$ cat config.mk
export PLATFORM = sky130hd
export DESIGN_NAME = bram_arbiter
export DESIGN_NICKNAME = d
export VERILOG_FILES = /design/src/rtl/bram_arbiter.sv
export SDC_FILE = /design/constraint.sdc
export NUM_CORES = 1
export LEC_CHECK = 0
export BUFFER_PORTS_ARGS = -buffer_cell sky130_fd_sc_hd__buf_2
export CORE_ASPECT_RATIO = 1.2
export CORE_MARGIN = 1
export CORE_UTILIZATION = 49
export DETAILED_ROUTE_END_ITERATION = 10
export PLACE_DENSITY_LB_ADDON = 0.05
export SETUP_SLACK_MARGIN = 0.15
export SYNTH_ARGS = -nofsm -noshare
export SYNTH_HDL_FRONTEND = slang
export SYNTH_SLANG_ARGS = --single-unit
$ cat constraint.sdc
create_clock -name aclk -period 3.63 [get_ports aclk]
set_input_delay 1.089 -clock aclk [delete_from_list [all_inputs] [get_ports aclk]]
set_output_delay 1.089 -clock aclk [all_outputs]
set_load 0.02 [all_outputs]
$ cat src/rtl/bram_arbiter.sv
// bram_arbiter: two-master round-robin BRAM arbiter with lockable bursts and pipelined read return
// Ports:
//   aclk, aresetn              clock and synchronous active-low reset
//   mN_req/lock/addr/wrdata/we master N access request (N = 0, 1)
//   mN_gnt                     access accepted this cycle (combinational)
//   mN_rvalid/rddata           read data return, RD_LATENCY cycles after a granted read
//   BRAM_*                     single-port block RAM interface, BRAM_CLK = aclk
//   busy                       grant this cycle or read still in flight
module bram_arbiter #(
    parameter int DATA_WIDTH = 32,
    parameter int ADDR_WIDTH = 32,
    parameter int RD_LATENCY = 1,
    parameter int MAX_BURST  = 16
) (
    input  logic                  aclk,
    input  logic                  aresetn,
    input  logic                  m0_req,
    input  logic                  m0_lock,
    input  logic [ADDR_WIDTH-1:0] m0_addr,
    input  logic [DATA_WIDTH-1:0] m0_wrdata,
    input  logic [3:0]            m0_we,
    output logic                  m0_gnt,
    output logic                  m0_rvalid,
    output logic [DATA_WIDTH-1:0] m0_rddata,
    input  logic                  m1_req,
    input  logic                  m1_lock,
    input  logic [ADDR_WIDTH-1:0] m1_addr,
    input  logic [DATA_WIDTH-1:0] m1_wrdata,
    input  logic [3:0]            m1_we,
    output logic                  m1_gnt,
    output logic                  m1_rvalid,
    output logic [DATA_WIDTH-1:0] m1_rddata,
    output logic [ADDR_WIDTH-1:0] BRAM_ADDR,
    output logic [DATA_WIDTH-1:0] BRAM_WRDATA,
    output logic [3:0]            BRAM_WE,
    output logic                  BRAM_EN,
    output logic                  BRAM_CLK,
    input  logic [DATA_WIDTH-1:0] BRAM_RDDATA,
    output logic                  busy
);
    typedef enum logic [1:0] {OWN_NONE, OWN_M0, OWN_M1} owner_t;
    owner_t                owner;
    logic                  last;
    logic [7:0]            burst;
    logic [RD_LATENCY-1:0] tag_v;
    logic [RD_LATENCY-1:0] tag_id;
    logic [ADDR_WIDTH-1:0] addr_q;
    logic [DATA_WIDTH-1:0] wrdata_q;
    logic [DATA_WIDTH-1:0] rd0_q;
    logic [DATA_WIDTH-1:0] rd1_q;
    logic                  own0;
    logic                  own1;
    logic                  at_max;
    logic                  force_rel;
    logic                  rr1;
    logic                  grant;
    // last = 1 means m1 was served most recently, so m0 wins the next tie
    always_comb begin
        own0      = owner == OWN_M0 && m0_req;
        own1      = owner == OWN_M1 && m1_req;
        at_max    = burst == 8'(MAX_BURST - 1);
        force_rel = at_max && (own0 ? m1_req : own1 && m0_req);
        rr1       = m1_req && (!m0_req || !last);
        m0_gnt    = aresetn && (own0 ? !force_rel : own1 ? force_rel : m0_req && !rr1);
        m1_gnt    = aresetn && (own1 ? !force_rel : own0 ? force_rel : rr1);
        grant     = m0_gnt || m1_gnt;
    end
    assign BRAM_CLK    = aclk;
    assign BRAM_EN     = grant;
    assign BRAM_WE     = m0_gnt ? m0_we : m1_gnt ? m1_we : 4'b0;
    assign BRAM_ADDR   = m0_gnt ? m0_addr : m1_gnt ? m1_addr : addr_q;
    assign BRAM_WRDATA = m0_gnt ? m0_wrdata : m1_gnt ? m1_wrdata : wrdata_q;
    // the oldest tag lines up with BRAM_RDDATA of the read it was pushed for
    assign m0_rvalid = aresetn && tag_v[RD_LATENCY-1] && !tag_id[RD_LATENCY-1];
    assign m1_rvalid = aresetn && tag_v[RD_LATENCY-1] && tag_id[RD_LATENCY-1];
    assign m0_rddata = m0_rvalid ? BRAM_RDDATA : rd0_q;
    assign m1_rddata = m1_rvalid ? BRAM_RDDATA : rd1_q;
    assign busy      = grant || (aresetn && |tag_v);
    always_ff @(posedge aclk) begin
        if (!aresetn) begin
            owner    <= OWN_NONE;
            last     <= 1'b1;
            burst    <= 8'd0;
            tag_v    <= '0;
            tag_id   <= '0;
            addr_q   <= '0;
            wrdata_q <= '0;
            rd0_q    <= '0;
            rd1_q    <= '0;
        end else begin
            owner <= m0_gnt && m0_lock ? OWN_M0 : m1_gnt && m1_lock ? OWN_M1 : OWN_NONE;
            // counts only while the owner keeps the bus; wraps silently when nobody else waits
            burst <= (own0 || own1) && !force_rel && !at_max ? burst + 8'd1 : 8'd0;
            if (grant) last <= m1_gnt;
            for (int i = RD_LATENCY - 1; i > 0; i--) begin
                tag_v[i]  <= tag_v[i-1];
                tag_id[i] <= tag_id[i-1];
            end
            tag_v[0]  <= grant && BRAM_WE == 4'b0;
            tag_id[0] <= m1_gnt;
            addr_q    <= BRAM_ADDR;
            wrdata_q  <= BRAM_WRDATA;
            rd0_q     <= m0_rddata;
            rd1_q     <= m1_rddata;
        end
    end
endmodule

-- Word-level counts from Yosys, hierarchy flattened
Index checks and enable logic that the tools add are counted.
- logic and storage cells: 59
- register bits after elaboration: 141
- bits of input ports: 174
- muxes and demuxes: 15
- reductions and logical operators: 29
- add/sub/neg operators: 1
- bitwise gates (word level): 1
- equality and inequality tests: 3
- operators with widths (cell ; count):
    two-way mux 32 bit ; 6
    logical AND 1 bit ; 16
    adder 8 x 1 -> 8 bit, second input constant ; 1
    equality test 8 x 4 -> 1 bit, second input constant ; 1
    two-way mux 4 bit ; 2
    zero test 1 bit ; 6
    two-way mux 1 bit ; 6
    zero test 4 bit ; 1
    logical OR 1 bit ; 4
    equality test 2 x 1 -> 1 bit, second input constant ; 1
    equality test 2 bit, second input constant ; 1
    two-way mux 2 bit ; 1
    AND reduction 2 bit ; 1
    OR reduction 2 bit ; 1
    inverter 1 bit ; 1

-- Logic depth before layout (Yosys ltp)
- depth in word-level cells: 12
- depth in mapped cells: 10
- mapped depth without buffers: 7

==> reports/qor.csv <==
metric;value;unit
Die H;138;microns
largest fanout on the critical path;35;
final worst setup slack;-0.157;ns
Worst setup SP type;input pin;
CTS tree;done;
gr ovfl total;0;
Max Cap Viol;0;
count of unique library cells instantiated by Yosys;37;
fin cells;1547;
Initial Utilization;50.2;%
post-route clock period utilization;104;%
per-cell routed wire length;15.5;microns
chip width;115;microns
first-pass GRT wire length;36.3;mm
Avg Vias per Cell;5.46;
Routability Congestion;0.820;
cell taking the most area after synthesis;dfxtp_1;
CP max stage cell;o21ai_4;
Critical Path RT;2.54;ns
main combinational cell family by area after synthesis;simple AND/OR/NAND/NOR gates;
status;finished, violations left;
min Tclk post-route;3.79;ns
antenna violations before repair;1;
Core ar.;15000;sq um
DR DRC count;0;
post-synthesis mux area share;4.80;%
Layout Nets;1504;
Synth Area in Compound Gates;17.4;%
Max transition margin;69.4;%
LEAKAGE;5.53;nW
1st-iter DRT viols;572;
failing checks;negative setup slack;
flops & latches, synth;141;
post-synth net total;1184;
area of the multi-input gates;4470;sq um
Crit path top cell by count;buf_6;
I/O Buffers;312;
IO Pins;313;
Synth Area in XOR/XNOR;0.817;%
placed standard-cell area;9550;sq um
Cell Area, Synth;7500;sq um
Slew Limit Fails;0;
clk slew on worst S/H paths;0.06;ns
setup violators final;70;
crit-path cells;buf_6 -> and3b_1 -> and4_4 -> buf_4 -> o21ai_4 -> buf_12 -> and3_1 -> o22a_1 -> buf_6;
DR pass1 iterations;4;
largest net degree at the start of global routing;65;
Pwr per Cell Area;422;nW/um^2
HP Class;reg -> reg;
mean post-synth cell area;7.44;sq um
CP peak stage delay;0.23;ns
CP Data Arrival Time;2.70;ns
worst slew pin tran;0.458;ns
detailed placer's ending HPWL;15.2;mm
hold buffers post-CTS;0;
EDFF count, synth;0;
Post-synth top cells;nand2_1, dfxtp_1, o21ai_0;
post-route ant nets;0;
Yosys warning count;0;
Post-Synth Simple-Gate Area;33.4;%
post-synthesis adder-cell area fraction;0.167;%
Cells after DPL;1476;
fmax;264;MHz
site row count;49;
ys flop type;dfxtp_1;
CP Class;in -> out;
RSZ-0062 raised after global routing;yes;
Vias;8454;
asr flop ratio synth;0;%
die area;15800;sq um
Clock Latency Late Sink;0.53;ns
setup_tns;-6.94;ns
register area;2820;sq um
sequential share of the synthesized area;37.6;%
layout cell share with drive strength beyond 1;39.7;%
synth top area cells;dfxtp_1, o21ai_0, nor3_1, nand2_1, o22a_1;
final core occ;74.6;%
count leader, synth;nand2_1;
design area;11200;sq um
clk_skew;0.00874;ns
P&R area growth vs syn;48.8;%
synthesized instance count;1009;
Fin. Hold Viols;0;
Total GRT Usage;29.1;%
fillers;1199;
Yosys top cell area share;37.6;%
VDD IR max;0.000236;V
r2r setup slk;1.23;ns
CP Capture Type;output pin;
routed wire length;24.0;mm
number of global-route vias before repair;7702;
## area by class of cell
cell class / instances / share of cell area (%)
Antenna cell: 1 / 0.0224
Clock buffer: 22 / 4.65
Clock inverter: 14 / 1.12
Inverter: 7 / 0.235
Multi-Input combinational cell: 766 / 40.0
Sequential cell: 141 / 25.3
Tap cell: 204 / 2.29
Timing Repair Buffer: 392 / 26.4
## report_power, final
| part | total [mW] | switching, mW | internal (mW) | leakage, nW |
|---|---|---|---|---|
| sequential | 1.66 | 0.0355 | 1.63 | 1.15 |
| combinational | 1.21 | 0.612 | 0.596 | 4.07 |
| clock | 1.84 | 0.777 | 1.06 | 0.313 |
| total | 4.71 | 1.42 | 3.29 | 5.53 |
## critical path, delay by kind of cell
family	cells	cell delay, ns
simple gates	3	0.58
buf+inv	4	0.60
compound gates	2	0.42
## metrics by stage
step                      hold WS, ns  power, mW  setup slack [ns]
final                           0.442       4.71            -0.157
after global routing            0.472       4.91            -0.217
after detailed placement        0.430       2.67            -0.226
after CTS                       0.438       4.62            -0.168
after floorplan                 0.413       2.32             0.146
after global placement          0.425       2.66            -0.170
## placed cells by master, fill, tap and decap left out, types with 3 or more instances in the layout
cell type,n
clkinv_4,5
mux2_2,32
o21ai_1,21
nand2_2,3
o21ai_2,25
o21ai_0,84
inv_6,5
dfxtp_1,141
clkbuf_16,23
nor2_1,72
buf_12,19
buf_6,66
and3_4,3
bufbuf_16,3
nand2_1,167
xor2_1,3
a22o_1,4
nand3_1,4
inv_1,6
o22a_1,34
and2_1,65
buf_2,252
xnor2_1,4
nor3_1,128
o22a_2,29
buf_4,48
and3_1,64
## registers in the layout (all words and copies together), names as in the netlist
signal and flops:
addr_q 32, burst 8, last 1, owner 2
rd0_q 32, rd1_q 32, tag_id 1, tag_v 1
wrdata_q 32
## routing by layer
metal / up-vias / track usage [%] / wire (microns)
li1: 4164 / - / -
met1: 3939 / 34.6 / 9920
met2: 299 / 50.0 / 12000
met3: 52 / 6.78 / 1480
met4: 0 / 12.2 / 572
met5: - / 0 / 0
## timing repair
action                                  4_1_cts  5_1_grt
pin swaps                                    34       29
resized for setup                           118      107
endpoints found under the setup margin       71       72
setup buffers                                15       11
gates cloned                                  5        4
## logic make-up after synthesis
family                   Yosys count
AND/OR/NAND/NOR                  520
XOR/XNOR                           7
flip-flops                       141
multiplexers                      32
buffers and inverters            102
AO/OA/AOI/OAI                    206
adder cells (fa/ha/maj)            1
## path summary, 6_finish.rpt
kind | endpoint | startpoint | cells past startpoint
max | BRAM_ADDR[17] | m1_req | 9
min | burst[0] | burst[0] | 1
max reg2reg | wrdata_q[5] | burst[7] | 9
min reg2reg | burst[0] | burst[0] | 1
Note: power is estimated with default switching activity, not from simulation.
